<file path="src/rtl/irda_status_register.sv">
// ---------------------------------------------------------------------------
// irda_status_register
//
// Read-side Wishbone responder for the IrDA control/status address space.
// Collects single-cycle TX/RX event pulses into sticky status bits, masks them
// with the interrupt-enable register onto int_o, keeps a saturating count of
// good received frames and returns registered read data with a one-cycle ack.
//
// Ports
//   clk         system clock, all state on the rising edge
//   wb_rst_n    asynchronous active-low reset
//   wb_addr_i   register address
//   wb_dat_i    write data (only the IER address is stored here)
//   wb_we_i     1 = write, 0 = read
//   wb_stb_i    strobe
//   wb_cyc_i    bus cycle valid
//   wb_dat_o    registered read data, held until the next read
//   wb_ack_o    single-cycle transfer acknowledge, one cycle after request
//   master_i    master control bits [7:1] for read-back
//   event_i     single-cycle event pulses, one per status bit
//   rx_frame_i  single-cycle pulse per good received frame
//   int_o       registered interrupt request, active high
// ---------------------------------------------------------------------------
module irda_status_register #(
   parameter logic [3:0] ADDR_MASTER = 4'h0,
   parameter logic [3:0] ADDR_STATUS = 4'h2,
   parameter logic [3:0] ADDR_IER    = 4'h3,
   parameter logic [3:0] ADDR_FCNT   = 4'h4
) (
   input  logic       clk,
   input  logic       wb_rst_n,
   input  logic [3:0] wb_addr_i,
   input  logic [7:0] wb_dat_i,
   input  logic       wb_we_i,
   input  logic       wb_stb_i,
   input  logic       wb_cyc_i,
   output logic [7:0] wb_dat_o,
   output logic       wb_ack_o,
   input  logic [7:1] master_i,
   input  logic [7:0] event_i,
   input  logic       rx_frame_i,
   output logic       int_o
);

   logic [7:0] status_q, status_d;
   logic [7:0] ier_q,    ier_d;
   logic [7:0] fcnt_q,   fcnt_d;
   logic [7:0] dat_q,    dat_d;
   logic       ack_q,    ack_d;
   logic       int_q,    int_d;

   logic       req;
   logic       rd_req;
   logic       wr_req;
   logic       status_clr;
   logic       fcnt_clr;
   logic [7:0] rd_data;
   logic [7:0] fcnt_base;

   always_comb begin
      // Blocking on ack_q makes a held strobe see ack, gap, ack.
      req    = wb_cyc_i & wb_stb_i & ~ack_q;
      rd_req = req & ~wb_we_i;
      wr_req = req & wb_we_i;

      rd_data = 8'h00;
      case (wb_addr_i)
         ADDR_MASTER: rd_data = {master_i, 1'b0};
         ADDR_STATUS: rd_data = status_q;
         ADDR_IER:    rd_data = ier_q;
         ADDR_FCNT:   rd_data = fcnt_q;
         default:     rd_data = 8'h00;
      endcase

      status_clr = rd_req & (wb_addr_i == ADDR_STATUS);
      fcnt_clr   = rd_req & (wb_addr_i == ADDR_FCNT);

      // The read returns all of status_q, so clearing all of it clears
      // exactly the returned bits; OR-ing events afterwards lets set win.
      status_d = (status_clr ? 8'h00 : status_q) | event_i;

      ier_d = (wr_req & (wb_addr_i == ADDR_IER)) ? wb_dat_i : ier_q;

      // A frame arriving on the clearing read counts from zero.
      fcnt_base = fcnt_clr ? 8'h00 : fcnt_q;
      fcnt_d    = fcnt_base;
      if (rx_frame_i && (fcnt_base != 8'hFF)) begin
         fcnt_d = fcnt_base + 8'd1;
      end

      dat_d = rd_req ? rd_data : dat_q;
      ack_d = req;
      int_d = |(status_d & ier_d);
   end

   always_ff @(posedge clk or negedge wb_rst_n) begin
      if (!wb_rst_n) begin
         status_q <= 8'h00;
         ier_q    <= 8'h00;
         fcnt_q   <= 8'h00;
         dat_q    <= 8'h00;
         ack_q    <= 1'b0;
         int_q    <= 1'b0;
      end else begin
         status_q <= status_d;
         ier_q    <= ier_d;
         fcnt_q   <= fcnt_d;
         dat_q    <= dat_d;
         ack_q    <= ack_d;
         int_q    <= int_d;
      end
   end

   assign wb_dat_o = dat_q;
   assign wb_ack_o = ack_q;
   assign int_o    = int_q;

endmodule

</file>
<file path="config.mk">
export PLATFORM = sky130hd
export DESIGN_NAME = irda_status_register
export DESIGN_NICKNAME = d
export VERILOG_FILES = /design/src/rtl/irda_status_register.sv
export SDC_FILE = /design/constraint.sdc
export NUM_CORES = 1
export LEC_CHECK = 0
export CAP_MARGIN = 20
export CORE_MARGIN = 2
export CORE_UTILIZATION = 43
export CTS_CLUSTER_DIAMETER = 50
export DETAILED_ROUTE_END_ITERATION = 10
export GPL_TIMING_DRIVEN = 1
export HOLD_SLACK_MARGIN = 0.05
export PLACE_DENSITY_LB_ADDON = 0.1
export SYNTH_ARGS = -nofsm -noshare
export SYNTH_HDL_FRONTEND = slang
export SYNTH_SLANG_ARGS = --single-unit
</file>
<file path="constraint.sdc">
create_clock -name clk -period 2.25 [get_ports clk]
set_input_delay 0.45 -clock clk [delete_from_list [all_inputs] [get_ports clk]]
set_output_delay 0.45 -clock clk [all_outputs]
set_load 0.05 [all_outputs]
</file>
==> flow_metrics.tcl <==
set metrics [dict create \
    outcome "finished, final reports clean" \
    relSlewSlack_pct 56.22 \
    synth.area.top_cells "dfrtp_1 53%, mux2_2 6.3%, nand2_1 4.9%, a222oi_1 4.3%, a22o_1 4.3%" \
    synth_most_common_cell "dfrtp_1" \
    area_growth_pct 50.58 \
    synth-seq-area-share_pct 52.51 \
    postCtsHoldBufs 0 \
    fillers 298 \
    finalHoldViolations 0 \
    power_density_mw_per_mm2 777.6 \
    yosys_most_used_dff "dfrtp_1" \
    gp_congestion 0.8400 \
    grt.total_usage_pct 22.62 \
    synth_cell_types 36 \
    ant_nets 0 \
    first_pass_iters 4 \
    cts-root-buf "clkbuf_8" \
    cts_htree_levels 2 \
    min_path_type "flop to flop" \
    cpMaxStageDelayCell "clkdlybuf4s50_1" \
    ys_warn_count 0 \
    path_delay_family "simple AND/OR/NAND/NOR gates" \
    finish.instance_area_mm2 0.002440 \
    tritoncts "yes" \
    antenna_found_initial 0 \
    coreArea_mm2 0.003633 \
    p_total_mw 1.897 \
    row_count 22 \
    worst_pin_slew_ns 0.6513 \
    antenna_cells 0 \
    grt_pass1_wl_mm 7.120 \
    pin_count 43 \
    leakage_nw 1.055 \
    nets 235 \
    crit_required_ns 2.42 \
    io_buffers 42 \
    drt_wl_total_mm 4.357 \
    slew_viol_final 0 \
    path_class "input port to flop" \
    syn-num-nets 171 \
    viasPerCell 5.618 \
    arrival_ns 2.33 \
    cts.sinks 34 \
    path_cells "clkdlybuf4s50_1 > nand4bb_4 > nand2b_4 > and2_4 > ha_4 > nand2_2 > or2_4 > o21ai_4 > mux2_4" \
    grt_max_degree 35 \
    fp.dieArea_mm2 0.004275 \
    syn-cell-area_mm2 0.001620 \
    rsz0062_at_grt "false" \
    wl_per_cell_um 17.50 \
    detailed_place.area_mm2 0.002286 \
    yosys.area.top_type "dfrtp_1" \
    setup_viol 0 \
    synth_top_area_share_pct 52.51 \
    clock.fmax_mhz 463.2 \
    synth_common_cells "34 x dfrtp_1, 21 x nand2_1, 9 x mux2_2" \
    initial_utilization_pct 44.59 \
    finalCritPeriodShare_pct 95.95 \
    die_h_um 65.39 \
    async_flop_share_pct 100.0 \
    dr.first_iter.drc_count 69 \
    ys_ff_latch 34 \
    drive_gt1_share_pct 26.87 \
    synthCells 137 \
    cts_buffer_depth 2 \
    path_max_fanout 4 \
    cp-end-kind "flop" \
    grt_pass1_vias 1484 \
    synth_edf_count 0 \
    drc 0 \
    dp_hpwl_mm 3.408 \
    die_w_um 65.39 \
    overflow 0 \
    vias 1399 \
    worstSetupStartpointType "input port" \
    peakVddDrop_v 0.0005180 \
    cpPeakStageDelay_ns 0.48 \
    cts_buffers 5 \
    clkTransAtPathRegs_ns 0.07 \
    finalCriticalPeriod_ns 2.159 \
    cp.buffers_inverters 1 \
    clk-insertion-delay-late_ns 0.28 \
    syn_area_per_cell_um2 11.83 \
    fin_skew_ns 0.006060 \
    drv_cap 0 \
]
[registers in the layout, indices dropped and copies added, names as in the netlist]
signal and cells:
wb_dat_o 8, fcnt_q 8, ier_q 8, status_q 8, wb_ack_o 1, int_o 1
[worst reg2reg max path: cells and delay by family (launching register included)]
kind,cells,cell delay (ns)
AND/OR/NAND/NOR,7,1.23
flip-flops,1,0.43
AO/OA/AOI/OAI,1,0.07
adder cells (fa/ha/maj),1,0.16
[layout make-up]
type	instances	area, um^2	share of cell area [%]
clock inverter	1	30.03	1.231
tap	48	60.06	2.462
multi-input combinational	99	842.1	34.51
sequential	34	852.1	34.92
timing repair buffer	61	573.1	23.49
clock buffer	6	82.58	3.385
[per-layer routing]
metal / share of wire (%) / up-vias / track usage, %
met3: 5.4 / 4 / 6.678
met1: 40 / 697 / 25.93
met5: 0 / - / 0
met2: 54 / 44 / 39.80
met4: 0.99 / 0 / 8.333
li1: - / 654 / -
[what timing repair did]
item                                    in CTS  in global routing
resized for setup                            0                  8
endpoints found under the setup margin       0                 11
buffers inserted                             0                  1
[power breakdown]
part           total (mW)  leakage, nW  switching, mW  internal [mW]
clock               0.567       0.0573          0.213          0.354
combinational       0.531        0.584          0.243          0.288
sequential          0.800        0.413          0.104          0.696
total                1.90         1.05          0.559           1.34
[through the flow]
stage / utilization (%) / worst slack, ns / cells / TNS (ns) / hold WS (ns)
after CTS: 66.01 / 0.01455 / 248 / 0 / 0.4684
final: 67.15 / 0.09104 / 249 / 0 / 0.4754
after floorplan: - / -0.03253 / 137 / -0.03253 / 0.1544
after detailed placement: 62.91 / -0.2876 / 241 / -3.325 / 0.4598
after global placement: 62.91 / -0.2924 / 241 / -2.397 / 0.4407
after global routing: 67.15 / 0.02224 / 249 / 0 / 0.5004
[layout by cell type (no fill, tap or decap), drive strengths merged]
cell type	n
a2111oi	1
a21o	8
a222oi	7
a22o	8
a22oi	5
a31o	1
a31oi	1
and2	2
and4bb	1
buf	19
bufinv	1
clkbuf	6
clkdlybuf4s50	38
dfrtp	34
dlymetal6s2s	4
ha	1
mux2	9
nand2	21
nand2b	2
nand3	3
nand3b	1
nand4	2
nand4bb	1
nor2	6
nor2b	1
nor3	2
nor4	1
nor4b	2
nor4bb	1
o2111ai	1
o211a	1
o211ai	1
o21ai	2
or2	1
or4	1
or4b	1
xnor2	4
[cell families after synthesis]
| kind of cell | Yosys count | share of synthesized area [%] |
|---|---|---|
| AND/OR/NAND/NOR | 49 | 17.53 |
| adder cells (fa/ha/maj) | 1 | 0.7721 |
| multiplexers | 9 | 6.255 |
| AO/OA/AOI/OAI | 36 | 19.69 |
| buffers and inverters | 4 | 1.081 |
| flip-flops | 34 | 52.51 |
| XOR/XNOR | 4 | 2.162 |
[final timing paths]
check	start	end	slack (ns)	depth (start not counted)
max	wb_we_i	fcnt_q[1]	0.09	9
min	wb_ack_o	wb_ack_o	0.48	1
max reg2reg	wb_ack_o	fcnt_q[4]	0.31	9
min reg2reg	wb_ack_o	wb_ack_o	0.48	1
max in group asynchronous	wb_rst_n	wb_ack_o	1.34	2
min in group asynchronous	wb_rst_n	fcnt_q[2]	0.57	2
No activity file was read; power rests on OpenSTA's default activity.
